`config.mk`:
```
export PLATFORM = sky130hd
export DESIGN_NAME = sram_controller
export DESIGN_NICKNAME = d
export VERILOG_FILES = /design/src/rtl/sram_controller.sv
export SDC_FILE = /design/constraint.sdc
export NUM_CORES = 1
export LEC_CHECK = 0
export BUFFER_PORTS_ARGS = -buffer_cell sky130_fd_sc_hd__buf_2
export CAP_MARGIN = 5
export CORE_ASPECT_RATIO = 1.1
export CORE_MARGIN = 5
export CORE_UTILIZATION = 40
export CTS_CLUSTER_DIAMETER = 60
export CTS_CLUSTER_SIZE = 10
export DETAILED_ROUTE_END_ITERATION = 8
export PLACE_DENSITY = 0.67
export SLEW_MARGIN = 40
export SYNTH_ARGS = -nofsm -noshare
export SYNTH_HDL_FRONTEND = slang
export SYNTH_SLANG_ARGS = --single-unit
```
`constraint.sdc`:
```
create_clock -name clk -period 4.8 [get_ports clk]
set_clock_uncertainty 0.1 [all_clocks]
set_input_delay 0.72 -clock clk [delete_from_list [all_inputs] [get_ports clk]]
set_output_delay 0.72 -clock clk [all_outputs]
set_load 0.02 [all_outputs]
```
`src/rtl/sram_controller.sv`:
```
// Multi-cycle bridge from the MEM-stage data port to a 16-bit asynchronous SRAM.
// Each 32-bit access is split into a low-half and a high-half phase, followed by wait phases.
module sram_controller #(
    parameter int unsigned BASE_ADDR     = 1024,
    parameter int unsigned SRAM_AW       = 18,
    parameter int unsigned ACCESS_CYCLES = 5
) (
    input  logic               clk,
    input  logic               rst,
    input  logic               rd_en,
    input  logic               wr_en,
    input  logic [31:0]        address,
    input  logic [31:0]        write_data,
    output logic [31:0]        read_data,
    output logic               ready,
    output logic [SRAM_AW-1:0] sram_addr,
    output logic               sram_we_n,
    output logic [15:0]        sram_dq_out,
    output logic               sram_dq_oe,
    input  logic [15:0]        sram_dq_in
);

    // state    | meaning
    // ST_IDLE  | waiting for rd_en/wr_en; ready follows the request inputs
    // ST_BUSY  | SRAM access; cnt 0 = low half, 1 = high half, 2.. = wait
    // ST_DONE  | one-cycle completion, ready high, request inputs ignored
    typedef enum logic [1:0] {
        ST_IDLE = 2'd0,
        ST_BUSY = 2'd1,
        ST_DONE = 2'd2
    } state_t;

    localparam logic [3:0]  CNT_LAST = 4'(ACCESS_CYCLES - 1);
    localparam logic [31:0] BASE     = 32'(BASE_ADDR);

    state_t      state_q, state_d;
    logic [3:0]  cnt_q, cnt_d;
    logic [31:0] addr_q, addr_d;
    logic [31:0] wdata_q, wdata_d;
    logic        op_wr_q, op_wr_d;
    logic [31:0] rdata_q, rdata_d;

    logic [31:0] offset;
    logic        half;
    logic        unused_offset_bits;

    // Byte offset into SRAM space; bits [SRAM_AW:2] give the word index, so upper bits wrap.
    assign offset             = addr_q - BASE;
    assign half               = (cnt_q != 4'd0);
    assign unused_offset_bits = ^{offset[31:SRAM_AW+1], offset[1:0]};

    always_comb begin
        state_d     = state_q;
        cnt_d       = cnt_q;
        addr_d      = addr_q;
        wdata_d     = wdata_q;
        op_wr_d     = op_wr_q;
        rdata_d     = rdata_q;
        ready       = 1'b0;
        sram_addr   = '0;
        sram_we_n   = 1'b1;
        sram_dq_out = 16'h0000;
        sram_dq_oe  = 1'b0;

        case (state_q)
            ST_IDLE: begin
                ready = !(rd_en || wr_en);
                if (rd_en || wr_en) begin
                    addr_d  = address;
                    wdata_d = write_data;
                    op_wr_d = wr_en && !rd_en;
                    cnt_d   = 4'd0;
                    state_d = ST_BUSY;
                end
            end
            ST_BUSY: begin
                sram_addr = {offset[SRAM_AW:2], half};
                if (cnt_q < 4'd2) begin
                    if (op_wr_q) begin
                        sram_we_n   = 1'b0;
                        sram_dq_oe  = 1'b1;
                        sram_dq_out = half ? wdata_q[31:16] : wdata_q[15:0];
                    end else if (half) begin
                        rdata_d[31:16] = sram_dq_in;
                    end else begin
                        rdata_d[15:0] = sram_dq_in;
                    end
                end
                if (cnt_q == CNT_LAST) begin
                    state_d = ST_DONE;
                end else begin
                    cnt_d = cnt_q + 4'd1;
                end
            end
            ST_DONE: begin
                ready   = 1'b1;
                state_d = ST_IDLE;
            end
            default: begin
                state_d = ST_IDLE;
            end
        endcase
    end

    always_ff @(posedge clk) begin
        if (rst) begin
            state_q <= ST_IDLE;
            cnt_q   <= 4'd0;
            addr_q  <= 32'h0;
            wdata_q <= 32'h0;
            op_wr_q <= 1'b0;
            rdata_q <= 32'h0;
        end else begin
            state_q <= state_d;
            cnt_q   <= cnt_d;
            addr_q  <= addr_d;
            wdata_q <= wdata_d;
            op_wr_q <= op_wr_d;
            rdata_q <= rdata_d;
        end
    end

    assign read_data = rdata_q;

endmodule

```
==> results by stage <==
STA:
- The post-route fraction of the period consumed by the critical path is 67.33%.
- The number of hold-slack violations in the final timing report came to 0.
- The timing-limited maximum frequency is 0.3094 GHz.
- The total count of max-transition violations in the final report is 0.
- Final hold analysis gives a worst-case slack of 0.3610 ns.
- Setup violations remaining at the end of the flow were counted as 0.
- The shortest clock period the worst path allows after layout is 3.232 ns.
- Setup repair after global routing left no endpoint under its margin.
- The headroom to the max-slew limit is 47.81%.
- Adding up every negative setup slack in the final design gives 0 ns.
- The final worst-path setup slack is 1.568 ns.
- At the pin with the least slew margin, the transition time is 0.7828 ns.

Worst setup path:
- The largest single stage delay on the critical path is 0.68 ns.
- The critical path is of the reg2out type.
- The data required time at the worst endpoint is 3.98 ns.
- The highest-delay cell along the critical path is or3b_2.
- In this run the worst path has a maximum fanout of 25.
- The startpoint of the worst setup timing path is cnt_q[1].
- The startpoint of the worst-slack reg-to-reg timing path is cnt_q[3].
- Walking the worst path, the cells encountered are inv_1, ha_2, or3b_2, nand2_1, a21oi_1, buf_2.
- The startpoint type of the worst setup path is a register.
- The capturing element type of the critical path is an output pin.
- Data arrives at the worst endpoint at 2.41 ns.

Synthesis:
- The Yosys step of the flow raised 0 warnings.
- The count of distinct cell types in the synthesized netlist is 38.
- In this run the cell area of the synthesized design comes to 4010 um^2.
- The fraction of post-synthesis cell area in the top cell type by area is 43.93%.
- Summed over all instances, the cell type with the most area after synthesis is dfxtp_1.
- The number of nets in the synthesized netlist is 585.
- The synthesized area per cell is 8.052 um^2.
- Synthesis produced 498 cells.
- Counting flops and latches in the post-synthesis netlist gives 88.
- Yosys attributes the largest share of cell area to dfxtp_1 44%, a21oi_1 9.0%, nand3_1 6.5%.
- The sequential element share of the synthesized area is 43.93%.

Global routing:
- The number of global-route vias before repair is 3785.
- Summed over all layers, the global routing overflow is 0.
- The global-route wire length before repair is 18650 um.
- The pin count of the biggest net entering global routing is 74.
- Global routing used 18.77% of the available tracks across all layers.
- The number of antenna violations at the first check in global routing was 0.

Route:
- The first-pass iteration count of the detailed router is 5.
- Detailed routing inserted a total of 4002 vias.
- The detail route stage leaves a number of antenna-violating nets equal to 0.
- The routed wire length per instance is 15.85 um.
- The detailed-route vias per instance is 5.505.
- In the routed design, unresolved DRC markers number 0.
- The final layout contains routed wiring with a total length of 11530 um.
- The number of DRC markers after the initial detailed-route iteration is 189.

Cells and area:
- The repair_antennas step left the layout with diodes totalling 0.
- The filler-free cell count of the finished design is 727.
- The layout overhead on the synthesized area is 23.15%.
- In the layout the commonest cells are 137 x buf_2, 88 x dfxtp_1, 72 x a21oi_1.
- The share of final-layout standard cells stronger than drive strength 1 is 28.67%.
- The finished cells cover 4938 um^2.
- At the end of the flow, the number of nets in the layout was 689.
- The library cell used most frequently in the layout, excluding fill and tap cells, is buf_2.
- The final core utilization is 50.18%.
- After filler insertion, the fill cell instance count of the layout stands at 992.

Floorplanning:
- The count of boundary I/O pins is 153.
- The die is 105.5 um wide.
- The floorplan has 38 rows.
- The core box area is 9842 um^2.
- The die is 115.0 um tall.
- The starting density of the core is 40.74%.
- The floorplan step defined a die boundary enclosing 12130 um^2.

Worst hold path:
- The worst hold path belongs to the class reg2reg.
- The hold path startpoint is read_data[6].

Placed design:
- The post-detailed-placement half-perimeter wirelength is 7568 um.
- The count of port buffers added during placement is 137.
- The congestion estimate from routability-driven global placement came to 0.7580.
- Summing all placed instances gives a cell area of 4715 um^2.
- Before CTS, the worst setup slack after placement is 1.738 ns.
- The number of placed instances, taps included is 711.

Clock network:
- Buffers added to address setup during post-CTS repair amount to 0.
- The CTS tree is done.
- CTS built an H-tree with a depth of 3.
- No sink is reached through more buffers than the 2 on the longest clock path.
- The post-CTS clock slew at the launch and capture registers of the worst setup and hold paths is 0.09 ns.
- The number of buffers added by the clock tree synthesis step is 9.
- The root buffer cell is clkbuf_8.
- The tree built by TritonCTS fans out to 88 sinks.
- The insertion delay of the later-clocked pin in the worst-skew pair is 0.36 ns.
- Post-CTS repair changed the size of 0 cells.
- For this design, the CTS-stage hold fixing added 0 buffers.

Power:
- Summed over all cells, the static leakage comes to 2.143 nW.
- The power per cell area is 345.1 nW/um^2.
- The maximum VDD drop is 0.1831 mV.
- The overall power consumption is 1.704 mW.

Job:
- The count of max-cap constraint violations is 0.

Status:
- The run finished with clean final reports.
registers in the layout, indices dropped and copies added (netlist names):
signal / cells
state_q: 2
addr_q: 17
read_data: 32
cnt_q: 4
op_wr_q: 1
wdata_q: 32
critical path: cells and delay by family, from the launching register on:
kind | cells | cell delay, ns
flops | 1 | 0.36
fa+ha+maj | 1 | 0.47
buf+inv | 2 | 0.31
compound gates | 1 | 0.09
simple gates | 2 | 0.81
report_power, final:
part	internal (mW)	switching [mW]
Sequential	0.779	0.0278
Clock	0.295	0.275
Combinational	0.121	0.207
routing by layer:
metal | vias up | GRT usage, % | part of all wire (%)
met5 | - | 0 | 0
li1 | 1972 | - | -
met3 | 21 | 5.166 | 7.5
met2 | 143 | 30.65 | 48
met1 | 1866 | 23.88 | 43
met4 | 0 | 6.824 | 1.9
path summary, 6_finish.rpt:
path / endpoint / slack [ns] / cells past startpoint
hold / removal: read_data[6] / 0.36 / 2
hold reg to reg: read_data[6] / 0.36 / 2
setup / recovery: sram_dq_out[12] / 1.57 / 6
setup reg to reg: read_data[17] / 2.56 / 3
synth_stat cells, drive strengths merged:
cell type / count
dfxtp: 88
a21oi: 72
nand3: 52
nand2: 51
o21ai: 51
clkbuf: 45
mux2i: 19
nand2b: 19
nor4: 19
a31o: 16
nor2: 10
and2: 8
inv: 7
buf: 6
ha: 3
nor3b: 3
or3: 3
or4: 3
a211oi: 2
nand3b: 2
nor2b: 2
o221ai: 2
or2: 2
xnor2: 2
a211o: 1
a22oi: 1
and3: 1
and3b: 1
nor3: 1
nor4b: 1
o211ai: 1
o21a: 1
o22ai: 1
o31ai: 1
or3b: 1
kinds of logic after synthesis:
kind of cell    after synthesis  share of synthesized area, %
buf+inv                      58                         6.178
flops                        88                         43.93
simple gates                179                         22.99
compound gates              149                         20.78
xor+xnor                      2                        0.4369
fa+ha+maj                     3                        0.9361
mux                          19                         4.743
layout make-up:
type	count	area [um^2]	area share, %
tap	120	150.1	3.040
clock inverter	6	91.34	1.850
inverter	7	26.28	0.5320
timing repair buffer	144	753.2	15.25
clock buffer	10	127.6	2.584
sequential	88	1762	35.67
multi-input combinational	352	2028	41.07
Power figures use the tool's default switching activity.
